## src/rtl/array_walk_pkg.sv

```systemverilog
// Shared types and bound helpers for the array index walker.
// Optional bit-offset output is enabled by ARRAY_INDEX_WALKER_BITOFS_EN.
package array_walk_pkg;

    typedef enum logic {
        IDLE = 1'b0,
        RUN  = 1'b1
    } walk_state_e;

    localparam int IDXW_DEF   = 8;
    localparam int SIZE_EXTRA = 1;
    localparam int SIZEW_DEF  = IDXW_DEF + SIZE_EXTRA;
    localparam int BOFS_PAD   = 16;
    // Helpers take bounds sign-extended to this width; IDXW must not exceed it.
    localparam int MAX_IDXW   = 31;

    function automatic logic [MAX_IDXW:0] dim_size(
        input logic signed [MAX_IDXW-1:0] left,
        input logic signed [MAX_IDXW-1:0] right
    );
        logic signed [MAX_IDXW:0] diff;
        diff = {left[MAX_IDXW-1], left} - {right[MAX_IDXW-1], right};
        if (diff[MAX_IDXW]) begin
            diff = -diff;
        end
        return $unsigned(diff) + {{MAX_IDXW{1'b0}}, 1'b1};
    endfunction

    function automatic logic signed [1:0] dim_step(
        input logic signed [MAX_IDXW-1:0] left,
        input logic signed [MAX_IDXW-1:0] right
    );
        return (left < right) ? 2'sb01 : 2'sb11;
    endfunction

endpackage

```

## src/rtl/array_walk_dim.sv

```systemverilog
// One odometer digit: holds its bounds, steps from left toward right and
// wraps back to left, passing the carry to the next-outer digit.
module array_walk_dim
    import array_walk_pkg::*;
#(
    parameter int IDXW = 8
) (
    input  logic            clk,
    input  logic            rst_n,
    input  logic            load,
    input  logic            advance,
    input  logic            carry_in,
    input  logic [IDXW-1:0] left,
    input  logic [IDXW-1:0] right,
    output logic [IDXW-1:0] idx,
    output logic            at_right,
    output logic            carry_out
);

    logic [IDXW-1:0] left_q, left_d;
    logic [IDXW-1:0] right_q, right_d;
    logic [IDXW-1:0] idx_q, idx_d;
    logic [IDXW-1:0] step_ext;
    logic signed [1:0] step;

    assign at_right  = (idx_q == right_q);
    assign carry_out = carry_in & at_right;
    assign idx       = idx_q;

    always_comb begin
        step     = dim_step(MAX_IDXW'(signed'(left_q)), MAX_IDXW'(signed'(right_q)));
        step_ext = IDXW'(step);
        left_d   = left_q;
        right_d  = right_q;
        idx_d    = idx_q;
        if (load) begin
            left_d  = left;
            right_d = right;
            idx_d   = left;
        end else if (advance && carry_in) begin
            // A size-1 digit is always at_right, so it reloads left and never moves.
            idx_d = at_right ? left_q : idx_q + step_ext;
        end
    end

    always_ff @(posedge clk) begin
        if (!rst_n) begin
            left_q  <= '0;
            right_q <= '0;
            idx_q   <= '0;
        end else begin
            left_q  <= left_d;
            right_q <= right_d;
            idx_q   <= idx_d;
        end
    end

endmodule

```

## src/rtl/array_index_walker.sv

```systemverilog
// Walks every element of a multidimensional array in declaration order.
// Define ARRAY_INDEX_WALKER_BITOFS_EN to add out_bitofs (first element latency 2).
module array_index_walker
    import array_walk_pkg::*;
#(
    parameter int NDIMS = 3,
    parameter int IDXW  = 8,
    parameter int ELEMW = 1
) (
    input  logic                   clk,
    input  logic                   rst_n,
    input  logic                   start_valid,
    output logic                   start_ready,
    input  logic [NDIMS*IDXW-1:0]  cfg_left,
    input  logic [NDIMS*IDXW-1:0]  cfg_right,
    input  logic                   abort,
    output logic                   out_valid,
    input  logic                   out_ready,
    output logic [NDIMS*IDXW-1:0]  out_idx,
    output logic [NDIMS*IDXW-1:0]  out_ord,
`ifdef ARRAY_INDEX_WALKER_BITOFS_EN
    output logic [NDIMS*IDXW+15:0] out_bitofs,
`endif
    output logic                   out_last
);

    localparam int TOTW = NDIMS * IDXW;

    if (IDXW > MAX_IDXW || ELEMW < 1) begin : g_bad_cfg
        $error("array_index_walker: unsupported IDXW/ELEMW");
    end

    // Stream contract: an element transfers on a cycle with out_valid & out_ready
    // and abort low; out_* hold steady until then. A start transfers on
    // start_valid & start_ready.
    walk_state_e       state_q, state_d;
    logic [TOTW-1:0]   ord_q, ord_d;
    logic [NDIMS:0]    carry;
    logic [NDIMS-1:0]  at_right;
    logic              load;
    logic              advance;
    logic              emit;

    assign carry[NDIMS] = 1'b1;

    for (genvar d = 0; d < NDIMS; d++) begin : g_dim
        array_walk_dim #(
            .IDXW(IDXW)
        ) u_dim (
            .clk      (clk),
            .rst_n    (rst_n),
            .load     (load),
            .advance  (advance),
            .carry_in (carry[d+1]),
            .left     (cfg_left[d*IDXW +: IDXW]),
            .right    (cfg_right[d*IDXW +: IDXW]),
            .idx      (out_idx[d*IDXW +: IDXW]),
            .at_right (at_right[d]),
            .carry_out(carry[d])
        );
    end

`ifdef ARRAY_INDEX_WALKER_BITOFS_EN
    localparam int BOFW  = TOTW + BOFS_PAD;
    localparam int SIZEW = IDXW + SIZE_EXTRA;
    localparam int PRODW = TOTW + SIZEW;

    logic              prime_q, prime_d;
    logic [TOTW-1:0]   total_q, total_d;
    logic [BOFW-1:0]   bitofs_q, bitofs_d;
    logic [PRODW-1:0]  prod;

    assign emit = (state_q == RUN) && !prime_q;

    always_comb begin
        prod = {{(PRODW-1){1'b0}}, 1'b1};
        for (int d = 0; d < NDIMS; d++) begin
            prod = PRODW'(prod * PRODW'(dim_size(
                MAX_IDXW'(signed'(cfg_left[d*IDXW +: IDXW])),
                MAX_IDXW'(signed'(cfg_right[d*IDXW +: IDXW])))));
        end
        prime_d  = prime_q;
        total_d  = total_q;
        bitofs_d = bitofs_q;
        if (load) begin
            total_d = TOTW'(prod);
            prime_d = 1'b1;
        end else if (prime_q) begin
            // The all-left element sits at the top of the packed vector.
            prime_d  = 1'b0;
            bitofs_d = BOFW'((BOFW'(total_q) - BOFW'(1)) * BOFW'(ELEMW));
        end else if (advance) begin
            bitofs_d = bitofs_q - BOFW'(ELEMW);
        end
    end

    always_ff @(posedge clk) begin
        if (!rst_n) begin
            prime_q  <= 1'b0;
            total_q  <= '0;
            bitofs_q <= '0;
        end else begin
            prime_q  <= prime_d;
            total_q  <= total_d;
            bitofs_q <= bitofs_d;
        end
    end

    assign out_bitofs = bitofs_q;
`else
    assign emit = (state_q == RUN);
`endif

    assign out_valid = emit;
    assign advance   = emit && out_ready && !abort;
    assign out_last  = emit && (&at_right);
    assign out_ord   = ord_q;

    always_comb begin
        state_d     = state_q;
        start_ready = 1'b0;
        load        = 1'b0;
        unique case (state_q)
            IDLE: begin
                start_ready = 1'b1;
                if (start_valid) begin
                    load    = 1'b1;
                    state_d = RUN;
                end
            end
            RUN: begin
                // carry[0] out of the outermost digit marks the final transfer.
                if (abort || (advance && carry[0])) begin
                    state_d = IDLE;
                end
            end
            default: state_d = IDLE;
        endcase
    end

    always_comb begin
        ord_d = ord_q;
        if (load) begin
            ord_d = '0;
        end else if (advance) begin
            ord_d = ord_q + TOTW'(1);
        end
    end

    always_ff @(posedge clk) begin
        if (!rst_n) begin
            state_q <= IDLE;
            ord_q   <= '0;
        end else begin
            state_q <= state_d;
            ord_q   <= ord_d;
        end
    end

endmodule

```

## config.mk

```make
export PLATFORM = sky130hd
export DESIGN_NAME = array_index_walker
export DESIGN_NICKNAME = d
export VERILOG_FILES = /design/src/rtl/array_walk_pkg.sv /design/src/rtl/array_walk_dim.sv /design/src/rtl/array_index_walker.sv
export SDC_FILE = /design/constraint.sdc
export NUM_CORES = 1
export LEC_CHECK = 0
export ABC_AREA = 1
export CAP_MARGIN = 20
export CORE_ASPECT_RATIO = 1.1
export CORE_UTILIZATION = 54
export CTS_CLUSTER_SIZE = 16
export DETAILED_ROUTE_END_ITERATION = 10
export PLACE_DENSITY = 0.79
export SLEW_MARGIN = 15
export SYNTH_ARGS = -nofsm -noshare
export SYNTH_HDL_FRONTEND = slang
export SYNTH_SLANG_ARGS = --single-unit
```

## constraint.sdc

```tcl
create_clock -name clk -period 3.17 [get_ports clk]
set_input_delay 0.634 -clock clk [delete_from_list [all_inputs] [get_ports clk]]
set_output_delay 0.634 -clock clk [all_outputs]
set_load 0.005 [all_outputs]
```

==> results.sh, run 1 <==
export IMPL_status="finished clean"
export IMPL_io_buffers=103
export IMPL_numCtsBuffers=9
export IMPL_reg2reg_slack_ps=560
export IMPL_root_buffer="clkbuf_16"
export IMPL_max_freq_ghz=0.339
export IMPL_hold_depth=2
export IMPL_cp_arrival_ps=2320
export IMPL_yosysSeqAreaShare_pct=32.7
export IMPL_crit_type="reg -> out"
export IMPL_fillCellCount=992
export IMPL_synthCells=905
export IMPL_vias=6183
export IMPL_vias_per_cell=5.38
export IMPL_clockPowerShare_pct=27.4
export IMPL_grt_max_degree=57
export IMPL_period_minus_slack_ps=2950
export IMPL_synth_net_count=983
export IMPL_ant_nets=0
export IMPL_drc=0
export IMPL_finalSetupTns_ps=0
export IMPL_setup_viol=0
export IMPL_rsz0062_at_grt="false"
export IMPL_drive_gt1_share_pct=5.46
export IMPL_grt_pass1_wl_um=26900
export IMPL_switching_share_pct=35.5
export IMPL_startpoint_type="flop"
export IMPL_power_density_nw_per_um2=483
export IMPL_power_switching_mw=1.27
export IMPL_fin_crit_sh_pct=93.2
export IMPL_hp_start="out_ord[20]"
export IMPL_final_cell_mix="nand2_1, inv_1, clkdlybuf4s50_1"
export IMPL_yosysTopAreaCellShare_pct=32.7
export IMPL_synth_top_area_cell="dfxtp_1"
export IMPL_synth_cell_type_count=39
export IMPL_power_leakage_nw=3.18
export IMPL_overflow=0
export IMPL_grt_pass1_vias=5823
export IMPL_dpl_hpwl_um=11600
export IMPL_seq_power_share_pct=38.7
export IMPL_clkSinkCount=97
export IMPL_reg2reg_depth=18
export IMPL_drtIter0Drc=267
export IMPL_final_common_cell="nand2_1"
export IMPL_clk_latency_ps=350
export IMPL_p_total_mw=3.57
export IMPL_track_usage_pct=29.9
export IMPL_max_cap_violations=0
export IMPL_cts_tree="yes"
export IMPL_end_kind="output pin"
export IMPL_slew_violations=0
export IMPL_min_to="out_ord[20]"
export IMPL_synth_seq_cells=97
export IMPL_dieArea_um2=11400
export IMPL_clockBufferDepth=2
export IMPL_clock_skew_ps=7.42
export IMPL_path_max_fanout=10
export IMPL_yosysWarnings=0
export IMPL_core_um2=10500
export IMPL_num_rows=39
export IMPL_htree_num_levels=3
export IMPL_multiInputGateArea_um2=3370
export IMPL_r2r_start="g_dim[0].u_dim.right_q[7]"
export IMPL_nNetsFinal=1082
export IMPL_die_h_um=112
export IMPL_synth_area_leaders="dfxtp_1, nand2_1, inv_1"
export IMPL_start_util_pct=56.3
export IMPL_max_slew_worst_pin_slew_ps=571
export IMPL_routed_wl_um=16200
export IMPL_syn2layout_area_growth_pct=24.7
export IMPL_p_int_mw=2.31
export IMPL_n_antenna_cell=0
export IMPL_gp_congestion=0.908
export IMPL_seq_area_um2=1940
export IMPL_clk_pin_slew_worst_paths_ps=60
export IMPL_r2r_end="g_dim[0].u_dim.idx[4]"
export IMPL_antenna_found_initial=0
export IMPL_avgSynthCellArea_um2=6.55
export IMPL_detailedRoute_firstPassIterationCount=7
export IMPL_die_x_um=102
export IMPL_relSlewSlack_pct=61.9
export IMPL_ios=104
export IMPL_hold_viol=0
export IMPL_p_comb_share_pct=33.8
export IMPL_netlist_area_um2=5930
export IMPL_crit_required_ps=2540
export IMPL_hold_path_class="reg -> reg"
export IMPL_vdd_ir_drop_max_mv=0.285
export IMPL_routedWlPerCell_um=14.1
[registers in the layout (all words and copies together), names as in the netlist]
name / count
g_dim.u_dim.idx: 24
out_ord: 24
out_valid: 1
g_dim.u_dim.right_q: 24
g_dim.u_dim.left_q: 24
[per-stage QoR]
step / hold slack (ps) / cell area (µm²) / cells / setup slack, ps / utilization (%)
6_report: 488 / 7390 / 1150 / 217 / 70.2
5_1_grt: 522 / 7390 / 1150 / 44.4 / 70.2
3_5_place_dp: 477 / 7130 / 1135 / 333 / 67.6
3_3_place_gp: 475 / 7130 / 1135 / 406 / 67.6
4_1_cts: 488 / 7380 / 1149 / 154 / 70.0
2_1_floorplan: 439 / 5930 / 905 / 883 / -
[cell families (layout without fill, tap and decap cells)]
kind of cell    after synthesis  count (layout)  synth area share (%)
fa+ha+maj                    25              25                  5.27
xor+xnor                     15              15                  2.22
buf+inv                     163             265                  10.5
flops                        97              97                  32.7
compound gates              218             218                  19.9
simple gates                387             387                  29.3
[power groups by stage]
stage	Sequential, mW	Clock [mW]	Combinational (mW)
2_1_floorplan	1.39	0	0.843
3_3_place_gp	1.41	0	1.18
3_5_place_dp	1.41	0	1.19
4_1_cts	1.38	0.998	1.20
5_1_grt	1.40	1.05	1.38
6_report	1.38	0.981	1.21
[what timing repair did]
action	CTS	global route
setup endpoints to repair	0	1
hold endpoints to repair	0	0
hold buffers	0	0
setup buffers	0	0
resized for setup	0	1
[synth_stat cells, drive strengths merged]
library cell  instances
nand2               235
inv                 131
dfxtp                97
a21oi                94
o21ai                83
nand3                64
nor2                 49
ha                   25
clkbuf               24
nand4                15
o22ai                11
a31oi                10
nor3                 10
o41ai                 9
xor2                  9
buf                   8
nor4                  7
xnor2                 6
o211ai                4
o21a                  4
or2                   3
a221oi                2
and3                  2
a22oi                 1
nand3b                1
nor3b                 1
[final cells by class]
cell class,instances,share of cell area [%]
tap,143,2.42
timing repair buffer,120,15.7
clock inverter,3,0.271
clock buffer,11,3.15
sequential,97,26.3
multi-input combinational,645,45.5
inverter,131,6.65
[how the worst max path moves through the flow]
stage | from | to | slack [ps] | cells after the start
2_1_floorplan | g_dim[0].u_dim.right_q[7] | g_dim[0].u_dim.idx[4] | 880 | 18
3_3_place_gp | out_ready | out_ord[22] | 410 | 12
3_5_place_dp | out_ready | out_ord[22] | 330 | 12
4_1_cts | g_dim[0].u_dim.idx[2] | out_last | 150 | 9
5_1_grt | g_dim[1].u_dim.idx[3] | out_last | 40 | 8
6_report | g_dim[2].u_dim.idx[3] | out_last | 220 | 7
[per-layer routing]
metal	vias to the layer above	wire (µm)	track usage, %
li1	3188	-	-
met3	29	715	5.90
met2	174	7850	50.9
met5	-	0	0
met4	0	406	11.9
met1	2792	7210	36.5
[worst max-delay path, stage by stage (launching register included)]
cell and delay (ps):
dfxtp_1 500, inv_1 120, nand2_1 70, nand4_1 120, nor4_4 390, nand3_1 170, nor2_1 110, clkdlybuf4s50_1 500
No activity file was read; power rests on OpenSTA's default activity.
==> run 2: changes to the inputs <==
--- a/config.mk
+++ b/config.mk
@@ -8,10 +8,10 @@
 export ABC_AREA = 1
 export CAP_MARGIN = 20
 export CORE_ASPECT_RATIO = 1.1
-export CORE_UTILIZATION = 54
+export CORE_UTILIZATION = 40
 export CTS_CLUSTER_SIZE = 16
 export DETAILED_ROUTE_END_ITERATION = 10
-export PLACE_DENSITY = 0.79
+export PLACE_DENSITY = 0.61
 export SLEW_MARGIN = 15
 export SYNTH_ARGS = -nofsm -noshare
 export SYNTH_HDL_FRONTEND = slang
==> run 2 against run 1 <==
Compared with the run above: clock power rose by 19%; highest routed layer unchanged; count of clock-buffer cells in the layout fell by 2; cell count is 4.3% higher; non-clock buffer count shrank 2; sequential power is essentially flat; cell area rose by 1.6%; worst hold slack improved by 4.9 ps; sequential share of layout area shrank 0.39 points; core utilization shrank 18 points; largest cell class unchanged; maximum frequency is 3.6% lower; sequential cell count did not move.
==> results.sh, run 2 (synthesis results as in run 1) <==
export IMPL_final_cell_mix="nand2_1, inv_1, clkdlybuf4s50_1"
export IMPL_io_buffers=103
export IMPL_core_um2=14400
export IMPL_antenna_found_initial=0
export IMPL_p_total_mw=3.76
export IMPL_detailedRoute_firstPassIterationCount=6
export IMPL_finalSetupTns_ps=0
export IMPL_fillCellCount=1464
export IMPL_fin_crit_sh_pct=96.7
export IMPL_switching_share_pct=36.0
export IMPL_cp_arrival_ps=2430
export IMPL_r2r_start="g_dim[0].u_dim.right_q[7]"
export IMPL_crit_required_ps=2540
export IMPL_ant_nets=0
export IMPL_critPathMaxStageDelay_ps=530
export IMPL_final_common_cell="nand2_1"
export IMPL_hold_path_class="reg -> reg"
export IMPL_ios=104
export IMPL_gr_usage_met3_pct=3.32
export IMPL_hold_buffers=0
export IMPL_vias=6099
export IMPL_n_antenna_cell=0
export IMPL_hp_start="g_dim[0].u_dim.right_q[6]"
export IMPL_seq_power_share_pct=36.9
export IMPL_clkSinkCount=97
export IMPL_num_rows=46
export IMPL_power_switching_mw=1.36
export IMPL_die_x_um=118
export IMPL_seq_area_um2=1940
export IMPL_hold_viol=0
export IMPL_stdcell_count=1199
export IMPL_syn2layout_area_growth_pct=26.7
export IMPL_gp_congestion=0.891
export IMPL_htree_num_levels=3
export IMPL_numCtsBuffers=9
export IMPL_routedWlPerCell_um=14.2
export IMPL_routed_wl_um=17100
export IMPL_max_freq_ghz=0.326
export IMPL_grt_busiest_layer="met2"
export IMPL_max_slew_worst_pin_slew_ps=603
export IMPL_period_minus_slack_ps=3060
export IMPL_clock_skew_ps=7.34
export IMPL_dieArea_um2=15300
export IMPL_dpl_hpwl_um=12300
export IMPL_die_h_um=130
export IMPL_slew_violations=0
export IMPL_p_comb_share_pct=32.1
export IMPL_crit_type="reg -> out"
export IMPL_nNetsFinal=1080
export IMPL_vias_per_cell=5.09
export IMPL_met2_usage_pct=39.8
export IMPL_startpoint_type="flop"
export IMPL_multiInputGateArea_um2=3370
export IMPL_drive_gt1_share_pct=6.06
export IMPL_overflow=0
export IMPL_relSlewSlack_pct=59.8
export IMPL_crit_start="g_dim[1].u_dim.idx[3]"
export IMPL_end_kind="output pin"
export IMPL_post_cts_setup_buffers=0
export IMPL_whs_ps=492
export IMPL_p_int_mw=2.41
export IMPL_placed_area_um2=7190
export IMPL_rsz0062_at_grt="false"
export IMPL_crit_slowest_cell="dfxtp_1"
export IMPL_met1_usage_pct=29.7
export IMPL_cts_tree="yes"
export IMPL_path_max_fanout=10
export IMPL_power_density_nw_per_um2=501
export IMPL_fin_area_um2=7510
export IMPL_setup_viol=0
export IMPL_clockBufferDepth=2
export IMPL_grt_pass1_vias=5703
export IMPL_drtIter0Drc=349
export IMPL_status="finished clean"
export IMPL_start_util_pct=41.1
export IMPL_vdd_ir_drop_max_mv=0.240
export IMPL_drc=0
export IMPL_clockPowerShare_pct=31.0
export IMPL_root_buffer="clkbuf_16"
export IMPL_clk_latency_ps=350
export IMPL_grt_pass1_wl_um=28300
export IMPL_power_leakage_nw=3.22
export IMPL_dp_cells=1183
export IMPL_grt_max_degree=57
export IMPL_clk_pin_slew_worst_paths_ps=80
export IMPL_max_cap_violations=0
export IMPL_track_usage_pct=23.1
export IMPL_path_cells="inv_1, nand2_1, nand4_1, a221oi_1, and3_1, nand3_1, nor2_1, clkdlybuf4s50_1"
run 2: cell count changes in the layout (fill, tap and decap cells not counted), moves of 2 or more:
cell	delta
clkbuf_1	-2
clkinvlp_4	-2
clkinv_4	+3
buf_4	-2
inv_6	+2
run 2: per-layer routing:
| layer | wire length [µm] | vias to the layer above |
|---|---|---|
| met2 | 8190 | 130 |
| met4 | 303 | 0 |
| met5 | 0 | - |
| met3 | 687 | 20 |
| li1 | - | 3191 |
| met1 | 7900 | 2758 |
run 2: layout make-up:
type / instances / area share [%]
clock inverters: 7 / 1.13
clock buffers: 9 / 3.00
flip-flops and latches: 97 / 25.9
well taps: 192 / 3.20
multi-input cells: 645 / 44.9
inverters: 131 / 6.55
repair buffers: 118 / 15.3
run 2: repair_timing:
item | CTS | global route
endpoints found under the setup margin | 1 | 1
pin swaps | 0 | 0
gates resized for setup | 1 | 3
gates cloned | 0 | 0
run 2: worst paths after layout:
| kind | end | slack [ps] | cells after the start |
|---|---|---|---|
| hold reg to reg | g_dim[0].u_dim.right_q[6] | 490 | 2 |
| setup reg to reg | g_dim[0].u_dim.idx[4] | 550 | 18 |
| setup / recovery | out_last | 110 | 8 |
| hold / removal | g_dim[0].u_dim.right_q[6] | 490 | 2 |
run 2: per-stage QoR:
stage | setup WS (ps) | utilization, %
finish | 105 | 52.0
detailed placement | 348 | 49.8
CTS | 3.86 | 51.9
floorplan | 883 | -
global route | 9.40 | 52.0
global placement | 402 | 49.8
run 2: critical path, delay by kind of cell, from the launching register on:
| family | cells | cell delay (ps) |
|---|---|---|
| AOI/OAI and AO/OA | 1 | 230 |
| buffers and inverters | 2 | 630 |
| and+or+nand+nor | 5 | 690 |
| DFF | 1 | 530 |
run 2: power by group through the flow:
stage | clock [mW] | combinational [mW] | sequential, mW
6_report | 1.17 | 1.21 | 1.39
5_1_grt | 1.25 | 1.38 | 1.40
4_1_cts | 1.20 | 1.21 | 1.39
3_5_place_dp | 0 | 1.20 | 1.42
3_3_place_gp | 0 | 1.20 | 1.42
2_1_floorplan | 0 | 0.843 | 1.39
==> RTL edit 1 (settings of run 2) <==
The parameter `NDIMS` goes from 3 to 6.
--- a/src/rtl/array_index_walker.sv
+++ b/src/rtl/array_index_walker.sv
@@ -3,7 +3,7 @@
 module array_index_walker
     import array_walk_pkg::*;
 #(
-    parameter int NDIMS = 3,
+    parameter int NDIMS = 6,
     parameter int IDXW  = 8,
     parameter int ELEMW = 1
 ) (
Interface: changed (resized cfg_left, cfg_right, out_idx and out_ord); port bits go from 104 to 200. No check against the original RTL was run, so the function may have changed too.
==> RTL edit 1 against run 2 <==
  * The run now ends with DRC left
  * Cell area is 100% higher
  * Sequential cell count is 96 higher
  * First-iteration DRC count is 140% higher
  * Clock skew is 0.0041 ns higher
  * Area after synthesis is 100% higher
  * Global-route usage is 1.6 points higher
  * Worst setup slack better by 0.32 ns
  * Sequential power is 98% higher
  * Power is 94% higher
  * Routed wire length is 120% higher
  * Critical path type unchanged
==> RTL edit 1: results (changes against run 2) <==
** Logic synthesis
- Synth Net Count :: 1977 (was 983)
- The number of unique standard cell types used by synthesis was 50 (was 39).
- Most instantiated cells after synthesis :: 489 x nand2_1, 230 x inv_1, 193 x dfxtp_1 (was 231 x nand2_1, 128 x inv_1, 97 x dfxtp_1)
- The area fraction in compound gates after synthesis was 17.9% (was 19.9%).

** Final layout
- The clock network area share came to 3.70% (was 4.13%).
- The layout net count was 2172 (was 1080).
- Signal buf overhead :: 15.2% (was 15.3%)
- Layout filler cell count :: 2939 (was 1464)
- The flip-flop and latch count was 193 (was 97).
- The layout overhead on the synthesized area came to 26.5% (was 26.7%).

** Routing
- The detailed-route DRC error count came to 11 (was 0).
- The number of iterations in the first detailed-routing pass is 8 (was 6).
- The met3 wirelength from detailed routing is 1.92 mm (was 687 microns).
- Detailed Route Iter0 Violations :: 850 (was 349)
- Top Layer Used :: met5 (was met4)

** Placement
- Detailed placer's ending HPWL :: 27.6 mm (was 12.3 mm)
- The worst setup slack after placement was 0.214 ns (was 0.348 ns).

** Outcome
- Failing checks :: DRC
- Run status: complete, but fails checks (was completed).

** Timing
- Worst-case clock skew :: 0.0114 ns (was 0.00734 ns)

** Critical path
- Slowest cell on the critical path :: dfxtp_4 (was dfxtp_1)
- Crit path arrival time :: 2.11 ns (was 2.43 ns)

** Clocking
- Htree depth :: 4 (was 3)
- The later-pin clock latency in the skew report came to 0.44 ns (was 0.35 ns).

** Power and ir drop
- The internal power is 4600 uW (was 2410 uW).
- P_leak :: 0.00647 uW (was 0.00322 uW)

** Global routing
- The overall fraction of global-route tracks in use came to 24.7% (was 23.1%).
- The global routing met3 resource utilization was 4.29% (was 3.32%).
- The maximum number of pins on one net before global-route repair is 109 (was 57).
## RTL edit 1: through the flow
| step | utilization [%] | instances | hold slack, ns | total power, uW |
|---|---|---|---|---|
| after global placement | 49.7 | 2368 | 0.460 | 5180 |
| after floorplan | - | 1827 | 0.439 | 4410 |
| after global routing | 51.9 | 2403 | 0.497 | 7840 |
| final | 51.9 | 2403 | 0.482 | 7300 |
| after CTS | 51.7 | 2401 | 0.480 | 7320 |
| after detailed placement | 49.7 | 2368 | 0.468 | 5190 |
## RTL edit 1: power by group through the flow
stage	logic (uW)	clock network, uW	registers, uW
2_1_floorplan	1660	0	2750
3_3_place_gp	2380	0	2800
3_5_place_dp	2390	0	2800
4_1_cts	2420	2160	2750
5_1_grt	2790	2270	2780
6_report	2440	2110	2750
## RTL edit 1: cells by family (layout without fill, tap and decap cells)
logic type	Yosys count	count (layout)
fa+ha+maj	49	49
compound gates	396	396
flops	193	193
simple gates	835	835
buf+inv	301	509
xor+xnor	53	53
## RTL edit 1: path summary, 6_finish.rpt
kind | slack (ns) | depth (start not counted) | endpoint | start
worst min register to register | 0.48 | 2 | g_dim[4].u_dim.left_q[7]$_SDFFE_PN0P_ | g_dim[4].u_dim.left_q[7]$_SDFFE_PN0P_
worst max register to register | 0.45 | 18 | g_dim[4].u_dim.idx[7]$_SDFFE_PN0P_ | g_dim[4].u_dim.right_q[7]$_SDFFE_PN0P_
worst min-delay path | 0.48 | 2 | g_dim[4].u_dim.left_q[7]$_SDFFE_PN0P_ | g_dim[4].u_dim.left_q[7]$_SDFFE_PN0P_
worst max-delay path | 0.42 | 7 | out_last | g_dim[4].u_dim.idx[3]$_SDFFE_PN0P_
## RTL edit 1: worst min-delay path, cell delays in order (launching register included)
cell and delay, ns:
dfxtp_1 0.33, nand2_1 0.07, nand2_1 0.04
==> RTL edit 2 (config.mk and constraints of run 2) <==
Made on the original files. Add a define of `ARRAY_INDEX_WALKER_BITOFS_EN`.
--- a/src/rtl/array_index_walker.sv
+++ b/src/rtl/array_index_walker.sv
@@ -1,5 +1,7 @@
 // Walks every element of a multidimensional array in declaration order.
 // Define ARRAY_INDEX_WALKER_BITOFS_EN to add out_bitofs (first element latency 2).
+`define ARRAY_INDEX_WALKER_BITOFS_EN
+
 module array_index_walker
     import array_walk_pkg::*;
 #(
Behaviour (old outputs only; new: out_bitofs): not the same (a bounded check fails within 4 cycles, from zero or initial values and one cycle with rst_n low).
==> RTL edit 2 against run 2 <==
  * Routed wire length grew to 4.2 times the old value
  * Worst setup slack lost 10 ns
  * The flow now finishes with violations (setup timing)
  * Area after synthesis grew to 4.5 times the old value
  * Synthesized cell count grew to 3.7 times the old value
  * Clock skew grew 0.0098 ns
  * Highest routed layer is now met5
  * Cell area grew to 5.0 times the old value
  * First-iteration DRC count grew to 2.5 times the old value
  * Sequential cell count grew 65
  * Critical path type is now input pin to flip-flop
Power is left out: the tool's default activity adds up to more than one toggle a clock period on the data nets, which glitch-free logic cannot reach.
==> RTL edit 2: results (changes against run 2) <==
** Outcome
- Run status: complete, but fails checks (was completed).
- Failing checks :: setup timing

** Routing
- Vias :: 24100 (was 6099)
- Final wirelength :: 72.5 mm (was 17.1 mm)
- Average wire per standard cell :: 14.1 microns (was 14.2 microns)

** Critical path
- The data arrival at the endpoint of the critical path was 13.39 ns (was 2.43 ns).
- The setup slack on the worst flop-to-flop path came to -0.32 ns (was 0.55 ns).
- The worst reg2reg path startpoint is g_dim[1].u_dim.left_q[1]$_SDFFE_PN0P_ (was g_dim[0].u_dim.right_q[7]$_SDFFE_PN0P_).
- The cell depth of the worst flop-to-flop path was 23 (was 18).
- End of the worst register-to-register path :: g_dim[1].u_dim.idx[7]$_SDFFE_PN0P_ (was g_dim[0].u_dim.idx[4]$_SDFFE_PN0P_)

** Logic synthesis
- The most frequent cell after synthesis is inv_1 (was nand2_1).
- The number of unique standard cell types used by synthesis came to 67 (was 39).
- The post-synthesis sequential area ratio came to 12.2% (was 32.7%).

** Timing
- Crit path setup slack, layout :: -9.88 ns (was 0.105 ns)
- The worst-margin pin slew came to 0.725 ns (was 0.603 ns).
- The maximum clock skew at final layout is 0.0171 ns (was 0.00734 ns).
- Setup violation total in the final timing report :: 25 (was 0)

** Placement
- Minimum setup slack after placement :: -11.10 ns (was 0.348 ns)
- The HPWL reported at the end of detailed placement was 59.1 mm (was 12.3 mm).
- Placer congestion estimate :: 0.902 (was 0.891)

** Global routing
- Wire length of the first global-routing pass :: 119 mm (was 28.3 mm)

** Min path
- The hold path endpoint is g_dim[0].u_dim.right_q[0]$_SDFFE_PN0P_ (was g_dim[0].u_dim.right_q[6]$_SDFFE_PN0P_).

** Clocking
- The number of CTS-inserted buffers was 17 (was 9).
- Htree depth :: 4 (was 3)

** Final layout
- Layout filler cell count :: 5957 (was 1464)
==> RTL edit 2: changes by cell type after synthesis, sizes merged, moves of 66 or more <==
cell	delta
nor2	+217
inv	+678
o21ai	+66
nand2	+309
ha	+225
xor2	+90
fa	+430
a21oi	+90
==> RTL edit 2: worst max path at each step <==
stage               slack, ns                  endpoint  depth (start not counted)
floorplan               -9.89  total_q[23]$_SDFFE_PN0P_                         63
global placement       -10.96  total_q[23]$_SDFFE_PN0P_                         65
detailed placement     -11.10  total_q[23]$_SDFFE_PN0P_                         64
CTS                     -9.89  total_q[23]$_SDFFE_PN0P_                         66
global route           -10.36  total_q[22]$_SDFFE_PN0P_                         66
finish                  -9.88  total_q[23]$_SDFFE_PN0P_                         63
==> RTL edit 2: what timing repair did <==
action	in CTS	in global routing
setup buffers	56	43
gates resized for setup	282	249
setup endpoints to repair	28	48
pin swaps	186	154
==> RTL edit 2: area by class of cell <==
| class | count | share of cell area (%) |
|---|---|---|
| Antenna cell | 1 | 0.00663 |
| Multi-Input combinational cell | 2610 | 63.4 |
| Clock buffer | 19 | 1.15 |
| Clock inverter | 13 | 0.481 |
| Sequential cell | 162 | 8.63 |
| Tap cell | 850 | 2.82 |
| Inverter | 814 | 8.22 |
| Timing Repair Buffer | 686 | 15.3 |
==> RTL edit 2: through the flow <==
| stage | utilization (%) | TNS [ns] |
|---|---|---|
| 6_report | 57.6 | -172.50 |
| 5_1_grt | 57.6 | -182.10 |
| 4_1_cts | 55.7 | -173.66 |
| 3_5_place_dp | 52.3 | -198.88 |
| 3_3_place_gp | 52.3 | -195.88 |
| 2_1_floorplan | - | -164.55 |
==> RTL edit 2: layer usage <==
layer  GRT usage (%)  vias to the layer above  part of all wire [%]
li1                -                    11900                     -
met1            27.3                    11700                    43
met2            40.5                      320                    53
met3            1.65                       92                   2.3
met4            4.83                        4                   2.0
met5               0                        -                 0.036
==> RTL edit 2: worst max-delay path: cells and delay by family <==
| family | cells | cell delay [ns] |
|---|---|---|
| buffers and inverters | 17 | 1.81 |
| AND/OR/NAND/NOR | 19 | 1.79 |
| AO/OA/AOI/OAI | 7 | 0.93 |
| XOR/XNOR | 1 | 0.20 |
| adder cells (fa/ha/maj) | 19 | 8.02 |
==> RTL edit 2: kinds of logic after synthesis <==
family / share of synthesized area (%)
xor gates and xnor gates: 4.93
buffers and inverters: 12.4
and+or+nand+nor: 16.4
AOI/OAI and AO/OA: 10.1
adders and majority gates: 44.0
other: 0.0282
DFF: 12.2
